===== config.mk =====
export PLATFORM = sky130hd
export DESIGN_NAME = stream_buffer
export DESIGN_NICKNAME = d
export VERILOG_FILES = /design/src/rtl/stream_buffer_pkg.sv /design/src/rtl/stream_buffer_mem.sv /design/src/rtl/stream_buffer.sv
export SDC_FILE = /design/constraint.sdc
export NUM_CORES = 1
export LEC_CHECK = 0
export ABC_CLOCK_PERIOD_IN_PS = 2700
export CAP_MARGIN = 20
export CELL_PAD_IN_SITES_DETAIL_PLACEMENT = 0
export CELL_PAD_IN_SITES_GLOBAL_PLACEMENT = 2
export CORE_MARGIN = 8
export CORE_UTILIZATION = 35
export CTS_BUF_LIST = sky130_fd_sc_hd__clkbuf_16
export CTS_CLUSTER_DIAMETER = 150
export CTS_CLUSTER_SIZE = 12
export DETAILED_ROUTE_END_ITERATION = 8
export HOLD_SLACK_MARGIN = 0.08
export PLACE_DENSITY_LB_ADDON = 0.05
export SLEW_MARGIN = 10
export SYNTH_ARGS = -nofsm -noshare
export SYNTH_HDL_FRONTEND = slang
export SYNTH_SLANG_ARGS = --single-unit
export TNS_END_PERCENT = 100

===== constraint.sdc =====
create_clock -name clk -period 2.7 [get_ports clk]
set_input_delay 0.27 -clock clk [delete_from_list [all_inputs] [get_ports clk]]
set_output_delay 0.27 -clock clk [all_outputs]
set_load 0.005 [all_outputs]

===== src/rtl/stream_buffer_pkg.sv =====
// rtl/stream_buffer_pkg.sv - shared element width, default depth and occupancy classes for stream_buffer
package stream_buffer_pkg;

  // Width of one stream element (intN).
  localparam int INT_N = 8;

  localparam int STREAM_BUFFER_DEFAULT_DEPTH = 4;

  typedef enum logic [1:0] {
    OCC_EMPTY   = 2'd0,
    OCC_PARTIAL = 2'd1,
    OCC_FULL    = 2'd2
  } occ_e;

  // Empty wins over full so a degenerate classification can never claim both.
  function automatic occ_e occ_classify(input logic is_empty, input logic is_full);
    if (is_empty) begin
      return OCC_EMPTY;
    end else if (is_full) begin
      return OCC_FULL;
    end else begin
      return OCC_PARTIAL;
    end
  endfunction

endpackage


===== src/rtl/stream_buffer_mem.sv =====
// rtl/stream_buffer_mem.sv - DEPTH x N register file, one write port, one asynchronous read port
module stream_buffer_mem #(
  parameter int N     = 8,
  parameter int DEPTH = 4,
  parameter int AW    = $clog2(DEPTH)
) (
  input  logic          clk,
  input  logic          we,
  input  logic [AW-1:0] waddr,
  input  logic [N-1:0]  wdata,
  input  logic [AW-1:0] raddr,
  output logic [N-1:0]  rdata
);

  logic [N-1:0] mem [DEPTH];

  // Write port; contents are intentionally not reset, only the pointers are.
  always_ff @(posedge clk) begin
    if (we) begin
      mem[waddr] <= wdata;
    end
  end

  assign rdata = mem[raddr];

endmodule


===== src/rtl/stream_buffer.sv =====
// rtl/stream_buffer.sv - elastic stream FIFO; define STREAM_BUFFER_BYPASS_EN for empty-buffer pass-through
module stream_buffer
  import stream_buffer_pkg::*;
#(
  parameter int N     = INT_N,
  parameter int DEPTH = STREAM_BUFFER_DEFAULT_DEPTH,
  parameter int AW    = $clog2(DEPTH)
) (
  input  logic         clk,
  input  logic         nrst,
  input  logic [N-1:0] sIn,
  input  logic         sIn_valid,
  output logic         sIn_ready,
  output logic [N-1:0] sOut,
  output logic         sOut_valid,
  input  logic         sOut_ready,
  output logic [AW:0]  count
);

  localparam logic [AW:0] FULL_CNT = DEPTH[AW:0];

  logic [AW-1:0] rd;
  logic [AW-1:0] wr;
  logic [N-1:0]  head;
  occ_e          occ;
  logic          bypass;
  logic          push;
  logic          pop;

  // Occupancy class derived from the registered count.
  always_comb begin
    occ = occ_classify(count == '0, count == FULL_CNT);
  end

`ifdef STREAM_BUFFER_BYPASS_EN
  // Empty buffer with both sides ready: hand the element straight through.
  assign bypass = (occ == OCC_EMPTY) && sIn_valid && sOut_ready;
`else
  assign bypass = 1'b0;
`endif

  // A full buffer still accepts when the head leaves in the same cycle.
  assign sIn_ready  = (occ != OCC_FULL) || sOut_ready;
  assign sOut_valid = (occ != OCC_EMPTY) || bypass;
  assign sOut       = bypass ? sIn : head;

  // A bypassed element touches neither storage nor pointers.
  assign push = sIn_valid && sIn_ready && !bypass;
  assign pop  = (occ != OCC_EMPTY) && sOut_ready;

  stream_buffer_mem #(
    .N     (N),
    .DEPTH (DEPTH),
    .AW    (AW)
  ) u_mem (
    .clk   (clk),
    .we    (push),
    .waddr (wr),
    .wdata (sIn),
    .raddr (rd),
    .rdata (head)
  );

  // Pointers wrap by natural overflow; count disambiguates full from empty.
  always_ff @(posedge clk or negedge nrst) begin
    if (!nrst) begin
      rd    <= '0;
      wr    <= '0;
      count <= '0;
    end else begin
      if (push) begin
        wr <= wr + 1'b1;
      end
      if (pop) begin
        rd <= rd + 1'b1;
      end
      case ({push, pop})
        2'b10:   count <= count + 1'b1;
        2'b01:   count <= count - 1'b1;
        default: count <= count;
      endcase
    end
  end

endmodule


==> results of run 1 <==
## critical path, cell delays in order, from the launching register on
cell and delay [ps]:
dfrtp_1 430, or4b_1 560, and2_4 200, inv_1 50
ha_1 170, inv_1 60, fa_1 370, xor2_1 150
nor2_1 110, xor2_1 150
## state kept, by name (all words and copies together) (netlist names)
| signal | count |
|---|---|
| wr | 2 |
| rd | 2 |
| u_mem.mem | 32 |
| count | 3 |
## stage by stage
| step | total power [mW] | cell area [sq um] | hold WS (ps) | util, % | worst slack [ps] |
|---|---|---|---|---|---|
| floorplan | 1.31 | 1590 | -25.6 | - | 358 |
| global placement | 1.68 | 1900 | 535 | 43.6 | 177 |
| detailed placement | 1.67 | 1900 | 538 | 43.6 | 109 |
| CTS | 2.22 | 2030 | 276 | 46.7 | 343 |
| global route | 2.32 | 2030 | 298 | 46.7 | 245 |
| finish | 2.17 | 2030 | 266 | 46.7 | 371 |
## logic make-up (layout without fill, tap and decap cells)
group / count (synthesis) / count (layout) / share of synthesized area (%)
AO/OA/AOI/OAI: 3 / 3 / 1.49
XOR/XNOR: 6 / 6 / 3.77
adder cells (fa/ha/maj): 6 / 6 / 5.19
buffers and inverters: 9 / 40 / 2.28
flip-flops: 39 / 39 / 71.4
multiplexers: 8 / 8 / 11.3
AND/OR/NAND/NOR: 11 / 11 / 4.56
## worst max-delay path by stage
stage	to	cells past startpoint	slack, ps	from
final	count[2]$_DFFE_PN0P_	9	370	count[0]$_DFFE_PN0P_
after global routing	count[2]$_DFFE_PN0P_	9	240	count[0]$_DFFE_PN0P_
after CTS	sOut[0]	2	340	rd[0]$_DFFE_PN0P_
after detailed placement	count[2]$_DFFE_PN0P_	10	110	sOut_ready
after global placement	count[2]$_DFFE_PN0P_	10	180	sOut_ready
after floorplan	count[2]$_DFFE_PN0P_	10	360	count[0]$_DFFE_PN0P_
## per-layer routing
| metal | track usage, % | part of all wire, % | up-vias |
|---|---|---|---|
| met1 | 9.38 | 43 | 385 |
| met2 | 13.5 | 49 | 20 |
| li1 | - | - | 370 |
| met5 | 0 | 0 | - |
| met4 | 4.71 | 2.3 | 0 |
| met3 | 4.30 | 5.2 | 7 |
## layout make-up
cell class	instances	area share [%]
multi-input cells	34	20.6
well taps	52	3.20
inverters	6	1.11
repair buffers	26	12.5
clock inverters	3	0.554
flip-flops and latches	39	55.8
clock buffers	5	6.15
## cells in the mapped netlist, drive strengths merged
| cell | number | area (sq um) |
|---|---|---|
| edfxtp | 32 | 961 |
| mux4 | 8 | 180 |
| dfrtp | 7 | 175 |
| inv | 6 | 22.5 |
| ha | 5 | 62.6 |
| and3 | 4 | 30.0 |
| xnor2 | 3 | 33.8 |
| xor2 | 3 | 26.3 |
| buf | 2 | 8.75 |
| nand2 | 2 | 7.51 |
| o21ai | 2 | 13.8 |
| and2 | 1 | 8.76 |
| clkbuf | 1 | 5.00 |
| fa | 1 | 20.0 |
| nand3 | 1 | 5.00 |
| nor2 | 1 | 3.75 |
| o31a | 1 | 10.0 |
| or3 | 1 | 7.51 |
| or4b | 1 | 10.0 |
## power groups by stage
stage,registers (mW),logic (mW),clock network [mW]
2_1_floorplan,0.874,0.440,0
3_3_place_gp,0.960,0.718,0
3_5_place_dp,0.966,0.708,0
4_1_cts,0.955,0.714,0.551
5_1_grt,0.972,0.768,0.577
6_report,0.944,0.694,0.536
==> summary.txt, run 1 <==
GRT
  – Total Routing Usage GR: 8.65%
  – Antenna violations before repair: 0
  – GRT overflow: 0
  – First-pass GRT wire length: 4.55 mm
  – Largest net degree at the start of global routing: 12
  – Vias in the first global route: 849

Detailed routing
  – Vias/cell: 4.74
  – Post-route ant nets: 0
  – Drt wl/cell: 16.6 um
  – # DRC: 0
  – DRT iter0 DRCs: 14
  – Final WL: 2.75 mm
  – Drt first pass iters: 4
  – Routed via count: 782

Timing
  – Worst slew pin tran: 576 ps
  – Worst Skew: 2.03 ps
  – Final Hold Vio Count: 0
  – Tcrit/Tclk final: 86.3%
  – FMAX: 0.429 GHz
  – Worst rel slew slack: 61.6%
  – RSZ-0062 raised after global routing: false
  – Endpoints failing setup: 0
  – TNS Setup: 0 ps
  – Slew Viols, Final: 0
  – Minimum clock period: 2330 ps

Logic synthesis
  – #FFs+latches synth: 39
  – Synth Instances: 82
  – Post-Syn Area: 1590 sq um
  – Mapped Avg Cell Area: 19.4 sq um
  – Yosys warning count: 0
  – Cell variety after synth: 22
  – Sequential area share after synthesis: 71.4%
  – Post-Syn Nets: 100

Layout
  – Fill cell count: 357
  – Ant diodes: 0
  – Register area: 1140 sq um
  – # nets final: 130
  – Final non-filler cell total: 165
  – Most frequent cells in the layout: edfxtp_1 (32), clkdlybuf4s50_1 (24), inv_1 (9)
  – P&R area growth vs syn: 27.8%
  – Layout cells sized above 1: 21.2%
  – Multi-input combinational cell area: 419 sq um
  – Most common cell after layout, fill and taps aside: edfxtp_1

Placement
  – Final Wtd Congestion: 0.692
  – Post-DP HPWL: 1.89 mm
  – IO buf count: 24
  – Cells after DPL: 157

Power and ir drop
  – Net Sw Power: 0.589 mW
  – Internal cell power: 1.58 mW
  – Leakage: 0.750 nW
  – Sequential share of power: 43.4%
  – Worst vdd ir: 0.420 mV
  – Net Sw Frac: 27.1%
  – Clock power share: 24.7%
  – P per Cell Area: 1070 nW/um^2
  – Combinational power share: 31.9%

Hold path
  – Hold Path Class: in2async

Clock network
  – Clock Root Buffer: clkbuf_16
  – Post-CTS Setup Bufs: 0
  – CTS tree: done
  – Max Buffers Root-to-Sink: 2
  – H-Tree Depth: 2
  – TritonCTS Sinks: 39
  – Latest clock arrival within the worst-skew pair: 280 ps
  – Post-CTS Hold Buffers: 0
  – Post-CTS Resized: 0
  – Num CTS Buffers: 5
  – Clk pin slew, worst setup/hold paths: 50 ps

Worst setup path
  – R2R depth: 9
  – Flop2flop setup slack: 370 ps
  – Critical Path End Type: flip-flop
  – CP Class: reg2reg
  – CP Max Fanout: 6
  – Critical Path RT: 2900 ps
  – Reg2reg start: count[0]$_DFFE_PN0P_
  – Worst endpoint data arrival time: 2530 ps
  – Reg2Reg Capture Point: count[2]$_DFFE_PN0P_
  – Startpoint Class: flip-flop

Floorplanning
  – IO Pins: 25
  – Die ar.: 6960 sq um
  – Die Width: 83.4 um
  – Core ar.: 4350 sq um
  – Die height: 83.4 um
  – Row cnt: 24
  – Initial Util: 36.6%

Run
  – MaxCap Viol Count: 0

Status
  – Status: completed
(Power assumes the default switching activity.)
==> run 2: changes to the inputs <==
- CORE_MARGIN: 8 -> 2
==> run 2 against run 1 <==
Die area shrank 27%. First-iteration DRC count grew to 5.1 times the previous value. Non-clock buffer count is the same. Global-route usage grew 2.9 points. Via count grew 0.38%. Clock power grew 23%. Clock skew grew 1.8 ps. Critical path depth is the same. Combinational power grew 2%. Total power grew 5.3%. Register-to-register slack is essentially flat. Wire length shrank 6.2%.
==> summary.txt, run 2 (synthesis gave the netlist of run 1 again) <==
Power and ir drop
  – Internal cell power: 1.69 mW
  – P per Cell Area: 1110 nW/um^2
  – Net Sw Frac: 26.2%
  – Leakage: 0.757 nW
  – Net Sw Power: 0.601 mW
  – Worst vdd ir: 0.332 mV
  – Combinational power share: 31.0%
  – Clock power share: 28.7%
  – Sequential share of power: 40.3%

GRT
  – Largest net degree at the start of global routing: 14
  – Total Routing Usage GR: 11.6%
  – Antenna violations before repair: 0
  – First-pass GRT wire length: 4.18 mm
  – Vias in the first global route: 787
  – GRT overflow: 0

Clock network
  – TritonCTS Sinks: 39
  – Post-CTS Setup Bufs: 0
  – Clock Root Buffer: clkbuf_16
  – Clk pin slew, worst setup/hold paths: 60 ps
  – Post-CTS Hold Buffers: 0
  – Num CTS Buffers: 5
  – CTS tree: done
  – H-Tree Depth: 2
  – Latest clock arrival within the worst-skew pair: 280 ps
  – Max Buffers Root-to-Sink: 2
  – Post-CTS Resized: 0

Timing
  – Tcrit/Tclk final: 86.7%
  – Worst rel slew slack: 69.8%
  – FMAX: 0.427 GHz
  – Minimum clock period: 2340 ps
  – Final Hold Vio Count: 0
  – Final worst slack: 360 ps
  – Endpoints failing setup: 0
  – TNS Setup: 0 ps
  – Worst Skew: 3.85 ps
  – RSZ-0062 raised after global routing: false
  – Slew Viols, Final: 0
  – Worst slew pin tran: 453 ps

Worst setup path
  – R2R depth: 9
  – Startpoint Class: flip-flop
  – Worst path max stage delay: 570 ps
  – Flop2flop setup slack: 360 ps
  – Crit-path cells: or4b_1 -> and2_4 -> inv_1 -> ha_1 -> inv_1 -> fa_1 -> xor2_1 -> nor2_1 -> xor2_1
  – CP Max Fanout: 6
  – Crit path from: count[0]$_DFFE_PN0P_
  – Critical Path RT: 2900 ps
  – CP Class: reg2reg
  – Reg2Reg Capture Point: count[2]$_DFFE_PN0P_
  – Slowest CP cell: or4b_1
  – Critical Path End Type: flip-flop
  – CP Buf/Inv Count: 2
  – Crit path max-delay family: simple AND/OR/NAND/NOR gates
  – Reg2reg start: count[0]$_DFFE_PN0P_
  – Worst endpoint data arrival time: 2540 ps

Floorplanning
  – Row cnt: 24
  – Die Width: 71.4 um
  – Initial Util: 36.6%
  – Core ar.: 4350 sq um
  – Die height: 71.4 um
  – IO Pins: 25
  – Die ar.: 5100 sq um

Placement
  – Cells after DPL: 157
  – Final Wtd Congestion: 0.733
  – Post-DP HPWL: 1.75 mm
  – IO buf count: 24
  – Dpl ws: 120 ps
  – Placed cell area: 1900 sq um

Layout
  – Max FFs per register: 32
  – Largest Register: u_mem.mem
  – # nets final: 130
  – Top Registers: u_mem.mem x32, count x3
  – Most common cell after layout, fill and taps aside: edfxtp_1
  – P&R area growth vs syn: 29.9%
  – Design area: 2070 sq um
  – Layout cells sized above 1: 23.9%
  – Fill cell count: 368
  – Final non-filler cell total: 165
  – Ant diodes: 0
  – Most frequent cells in the layout: edfxtp_1 (32), clkdlybuf4s50_1 (24), mux4_2 (8)

Hold path
  – Hold Path Class: in2async

Detailed routing
  – Vias/cell: 4.76
  – Drt first pass iters: 4
  – Post-route ant nets: 0
  – # DRC: 0
  – Drt wl/cell: 15.6 um
  – Final WL: 2.58 mm
  – Routed via count: 785
  – DRT iter0 DRCs: 72

Run
  – MaxCap Viol Count: 0

Status
  – Status: completed
run 2: changes by cell type in the layout (fill, tap and decap cells not counted):
| cell | delta |
|---|---|
| clkinv_2 | +1 |
| clkinv_4 | +1 |
| inv_1 | -3 |
| bufinv_16 | +1 |
run 2: how the worst max path moves through the flow:
| stage | endpoint | slack, ps | cells after the start |
|---|---|---|---|
| finish | count[2]$_DFFE_PN0P_ | 360 | 9 |
| global route | count[2]$_DFFE_PN0P_ | 240 | 9 |
| CTS | count[2]$_DFFE_PN0P_ | 340 | 9 |
| detailed placement | count[2]$_DFFE_PN0P_ | 120 | 10 |
| global placement | count[2]$_DFFE_PN0P_ | 140 | 10 |
| floorplan | count[2]$_DFFE_PN0P_ | 360 | 10 |
run 2: layout make-up:
class | count | area, sq um | area share [%]
flip-flops and latches | 39 | 1140 | 55.0
multi-input cells | 34 | 419 | 20.3
repair buffers | 26 | 255 | 12.3
clock buffers | 5 | 125 | 6.05
well taps | 52 | 65.1 | 3.15
clock inverters | 3 | 43.8 | 2.12
inverters | 6 | 22.5 | 1.09
run 2: per-layer routing:
| metal | GRT usage, % | share of wire (%) | wire length [um] |
|---|---|---|---|
| met5 | 0 | 0 | 0 |
| met2 | 17.9 | 48 | 1250 |
| met4 | 5.66 | 2.1 | 55 |
| met3 | 4.50 | 4.2 | 107 |
| met1 | 14.2 | 45 | 1170 |
run 2: stage by stage:
step / hold slack, ps / power (mW) / util [%]
final: 263 / 2.29 / 47.5
after global routing: 299 / 2.43 / 47.5
after CTS: 286 / 2.33 / 47.5
after detailed placement: 530 / 1.67 / 43.6
after global placement: 524 / 1.66 / 43.6
after floorplan: -25.6 / 1.31 / -
run 2: power by group through the flow:
stage,clock (mW),sequential [mW],combinational [mW]
floorplan,0,0.874,0.440
global placement,0,0.937,0.727
CTS,0.669,0.931,0.732
global route,0.699,0.947,0.787
finish,0.657,0.924,0.709
detailed placement,0,0.942,0.730
run 2: worst reg2reg max path, stage by stage (launching register included):
cell and delay [ps]:
dfrtp_1 430, or4b_1 570, and2_4 200, inv_1 50, ha_1 170, inv_1 60, fa_1 370, xor2_1 150
nor2_1 110, xor2_1 150
